File: config.mk
export PLATFORM = sky130hd
export DESIGN_NAME = shift_add_mult_ctrl
export DESIGN_NICKNAME = d
export VERILOG_FILES = /design/src/rtl/shift_add_mult_ctrl.sv
export SDC_FILE = /design/constraint.sdc
export NUM_CORES = 1
export LEC_CHECK = 0
export CORE_AREA = 2 2 39 41
export CTS_CLUSTER_SIZE = 40
export DETAILED_ROUTE_END_ITERATION = 7
export DIE_AREA = 0 0 41 43
export PLACE_DENSITY = 0.5
export SKIP_CTS_REPAIR_TIMING = 1
export SLEW_MARGIN = 40
export SYNTH_ARGS = -nofsm -noshare
export SYNTH_HDL_FRONTEND = slang
export SYNTH_SLANG_ARGS = --single-unit
File: constraint.sdc
create_clock -name clk -period 1.6 [get_ports clk]
set_clock_uncertainty 0.05 [all_clocks]
set_input_delay 0.48 -clock clk [delete_from_list [all_inputs] [get_ports clk]]
set_output_delay 0.48 -clock clk [all_outputs]
set_load 0.02 [all_outputs]
File: src/rtl/shift_add_mult_ctrl.sv
// rtl/shift_add_mult_ctrl.sv - control FSM for a shift-add multiplier datapath
//
// Purpose:
//   Sequences an external shift-add datapath through load, WIDTH add/shift
//   iterations and a result-hold phase with a valid/ready handshake.
//   Supports a synchronous abort and an asynchronous active-high reset.
//
// Ports:
//   clk         - clock, all state updates on the rising edge
//   rst         - asynchronous active-high reset
//   start       - request to begin a multiplication
//   start_ready - high in IDLE; a start is accepted when start & start_ready
//   abort       - synchronous cancel of any operation in progress
//   A0          - current multiplier LSB from the datapath
//   LOAD_A      - load multiplier register
//   LOAD_B      - load multiplicand register
//   LOAD_P      - load product register with the shifted partial sum
//   init_P      - clear product register
//   SHIFT_A     - shift multiplier register right
//   select      - add multiplicand (1) or zero (0) into the partial sum
//   busy        - high in any non-IDLE state
//   out_valid   - product is final and stable
//   out_ready   - consumer accepts the product
//   iter_cnt    - number of completed iterations

module shift_add_mult_ctrl #(
  parameter  int WIDTH = 4,
  localparam int CW    = $clog2(WIDTH) + 1
) (
  input  logic          clk,
  input  logic          rst,
  input  logic          start,
  output logic          start_ready,
  input  logic          abort,
  input  logic          A0,
  output logic          LOAD_A,
  output logic          LOAD_B,
  output logic          LOAD_P,
  output logic          init_P,
  output logic          SHIFT_A,
  output logic          select,
  output logic          busy,
  output logic          out_valid,
  input  logic          out_ready,
  output logic [CW-1:0] iter_cnt
);

  typedef enum logic [1:0] {
    S_IDLE = 2'd0,
    S_LOAD = 2'd1,
    S_ITER = 2'd2,
    S_DONE = 2'd3
  } state_t;

  localparam logic [CW-1:0] LAST_ITER = CW'(WIDTH - 1);

  state_t        state_q, state_d;
  logic [CW-1:0] iter_cnt_q, iter_cnt_d;

  always_ff @(posedge clk or posedge rst) begin
    if (rst) begin
      state_q    <= S_IDLE;
      iter_cnt_q <= '0;
    end else begin
      state_q    <= state_d;
      iter_cnt_q <= iter_cnt_d;
    end
  end

  // Every control output is decoded from state alone, except select which
  // passes A0 straight through while iterating so the add decision uses the
  // multiplier bit of the current cycle.
  always_comb begin
    state_d     = state_q;
    iter_cnt_d  = iter_cnt_q;
    start_ready = 1'b0;
    LOAD_A      = 1'b0;
    LOAD_B      = 1'b0;
    LOAD_P      = 1'b0;
    init_P      = 1'b0;
    SHIFT_A     = 1'b0;
    select      = 1'b0;
    busy        = 1'b0;
    out_valid   = 1'b0;

    case (state_q)
      S_IDLE: begin
        start_ready = 1'b1;
        // abort in IDLE blocks the start even though start_ready shows 1
        if (start && !abort) begin
          state_d = S_LOAD;
        end
      end

      S_LOAD: begin
        busy       = 1'b1;
        LOAD_A     = 1'b1;
        LOAD_B     = 1'b1;
        init_P     = 1'b1;
        iter_cnt_d = '0;
        state_d    = abort ? S_IDLE : S_ITER;
      end

      S_ITER: begin
        busy    = 1'b1;
        LOAD_P  = 1'b1;
        SHIFT_A = 1'b1;
        select  = A0;
        if (abort) begin
          state_d    = S_IDLE;
          iter_cnt_d = '0;
        end else begin
          iter_cnt_d = iter_cnt_q + 1'b1;
          if (iter_cnt_q == LAST_ITER) begin
            state_d = S_DONE;
          end
        end
      end

      S_DONE: begin
        busy      = 1'b1;
        out_valid = 1'b1;
        if (abort) begin
          state_d    = S_IDLE;
          iter_cnt_d = '0;
        end else if (out_ready) begin
          state_d = S_IDLE;
        end
      end

      default: begin
        state_d    = S_IDLE;
        iter_cnt_d = '0;
      end
    endcase
  end

  assign iter_cnt = iter_cnt_q;

endmodule

==> summary.md <==
| Metric | Value |
|---|---|
| Run status | `complete, but fails checks` |
| Failing checks | `negative setup slack` |
| Clock-pin transition on the worst setup and hold timing paths | `approximately 0.04 ns` |
| Worst setup margin | `-0.0145 ns` |
| Seq/Total Area, Yosys | `0.400` |
| Max VDD drop | `around 0.25 mV` |
| Post-Synthesis Cells | `34` |
| Ys Warns | `0` |
| Largest net degree at the start of global routing | `6` |
| Post-synth ARST share | `1.00` |
| GRT Overall Usage | `0.106` |
| Slew @ Worst Pin | `around 0.24 ns` |
| Layout cells sized above 1 | `0.433` |
| Clk buf depth | `2` |
| Antenna violations before repair | `0` |
| # DRC | `0` |
| Die Height | `between 40 and 50 µm` |
| Synth area leaders | `dfrtp_1 (40%), ha_1 (8.0%), a211oi_1 (7.2%)` |
| Adder-cell share of the synthesized area | `0.0800` |
| Layout overhead on the synthesized area | `84.8%` |
| I/O Pins | `18` |
| Setup violations, final | `1` |
| Worst-Skew Late Latency | `around 0.24 ns` |
| Post-synth top area share | `0.400` |
| Dpl hpwl | `approximately 640 µm` |
| Reg2Reg Depth | `5` |
| Clk root buf | `clkbuf_4` |
| R2r endpoint | `iter_cnt[2]` |
| Die area | `about 0.0018 mm²` |
| Buffers added on ports | `17` |
| Horiz. Die Dim | `a little over 40 µm` |
| Vias in the first global route | `298` |
| CP arrival | `between 1 and 1.5 ns` |
| Power per cell area | `approximately 900 mW/mm²` |
| 1st-iter DRT viols | `7` |
| # diodes | `0` |
| Final min period | `between 1.5 and 2 ns` |
| WP data required | `approximately 1.1 ns` |
| CORE AREA | `approximately 0.0014 mm²` |
| Max FO, Critical Path | `5` |
| Leakage | `roughly 0.35 nW` |
| Synth Area in Compound Gates | `0.144` |
| Dominant cell type by area after synthesis | `dfrtp_1` |
| Maxcap violations | `0` |
| Pwr Total | `0.000508 W` |
| RSZ-0062 raised after global routing | `yes` |
| Non-filler instance count after layout | `76` |
| Synth Register Bits | `5` |
| First-pass GRT wire length | `1.24 mm` |
| Initial Util | `0.226` |
| CP endpoint kind | `output port` |
| Grt ovf | `0` |
| Post-route ant nets | `0` |
| Main combinational cell family by area after synthesis | `simple AND/OR/NAND/NOR gates` |
| Mapped cell area | `roughly 310 µm²` |
| RR Startpoint | `iter_cnt[0]` |
| Post-synth cell types | `17` |
| Top_reg_cell synth | `dfrtp_1` |
| Worst rel slew slack | `0.842` |
| Inserted Clock Buffers | `3` |
| Vias per Instance | `approximately 4.3` |
| Drt first pass iters | `3` |
| Flop-to-flop setup slack | `around 0.15 ns` |
| # clock sinks | `5` |
| Slew Limit Fails | `0` |
| Syn nets | `42` |
| Placed Cells | `about 70` |
| Hold Vio Cnt, Final | `0` |
| Syn_area_per_cell | `approximately 9 µm²` |
| Final RePlAce weighted congestion | `between 0.7 and 0.8` |
| Startpoint Class | `flop` |
| Commonest non-fill, non-tap cell in the layout | `buf_4` |
| WL final | `slightly above 800 µm` |
| Most frequent cells in the layout | `buf_4 (8), dlymetal6s2s_1 (4), clkdlybuf4s50_1 (4), buf_6 (4)` |
| TritonCTS clock tree | `yes` |
| Final period util | `1.01` |
| Highest clock rate | `~620 MHz` |
| Xor-xnor portion of the synthesized cell area | `0` |
| WL per Instance | `between 10 and 15 µm` |
| CTS H-tree lvls | `1` |
| WS Path Type | `flop to output port` |
| Simple-gate share of the synthesized area | `0.268` |
| FP Rows | `14` |
| Worst min path class | `input pin to asynchronous set/reset pin` |
| Nets | `slightly below 70` |
| Mux contribution to synthesized area | `0` |
| Vias | `323` |
| Post-synth EDFFs | `0` |
## cell type report
| class | count | area [µm²] |
|---|---|---|
| well taps | 16 | 20.0 |
| repair buffers | 25 | 220 |
| fillers | 149 | 806 |
| clock buffers | 4 | 26.3 |
| inverters | 3 | 11.3 |
| flip-flops and latches | 5 | 128 |
| multi-input cells | 23 | 173 |
## worst max-delay path, cell delays in order, from the launching register on
cell and delay (ns):
dfrtp_2 0.45, nor2b_4 0.15, and2_4 0.15, buf_6 0.11
## cells in the mapped netlist, types with 2 or more instances
library cell	n
nand2_1	3
and2_1	2
a211oi_1	3
buf_4	3
dfrtp_1	5
inv_1	3
and2b_1	2
nor2_1	3
ha_1	2
## sequential cells by signal, summed over array words and instances, names as in the netlist
register,count
state_q,2
iter_cnt,3
## power breakdown
part | internal, W | switching (W) | total, W
Combinational | 0.000106 | 0.000101 | 0.000207
Sequential | 0.000142 | 0.0000146 | 0.000156
Clock | 0.0000942 | 0.0000501 | 0.000144
Total | 0.000342 | 0.000166 | 0.000508
## metrics by stage
step | TNS (ns) | worst slack (ns) | instance area, µm² | util | hold WS (ns)
2_1_floorplan | -0.00391 | -0.00391 | 315 | - | 0.209
3_3_place_gp | -1.96 | -0.554 | 536 | 0.387 | 0.483
3_5_place_dp | -2.00 | -0.557 | 536 | 0.387 | 0.483
4_1_cts | -4.42 | -0.557 | 562 | 0.406 | 0.399
5_1_grt | -0.200 | -0.0796 | 578 | 0.418 | 0.412
6_report | -0.0145 | -0.0145 | 578 | 0.418 | 0.397
## how the worst max path moves through the flow
| stage | from | to | slack, ns | cells after the start |
|---|---|---|---|---|
| floorplan | state_q[0] | busy | -0.004 | 2 |
| global placement | A0 | select | -0.55 | 3 |
| detailed placement | A0 | select | -0.56 | 3 |
| CTS | A0 | select | -0.56 | 3 |
| global route | state_q[0] | select | -0.08 | 3 |
| finish | state_q[0] | select | -0.01 | 3 |
## cells by family after synthesis
group | Yosys count
simple gates | 15
compound gates | 6
buf+inv | 6
flops | 5
fa+ha+maj | 2
## layer usage
metal | track usage | vias up | share of wire
li1 | - | 165 | -
met1 | 0.137 | 145 | 0.46
met4 | 0.0800 | 0 | 0
met2 | 0.141 | 13 | 0.46
met5 | 0 | - | 0
met3 | 0.0314 | 0 | 0.072
Note: power is estimated with default switching activity, not from simulation.
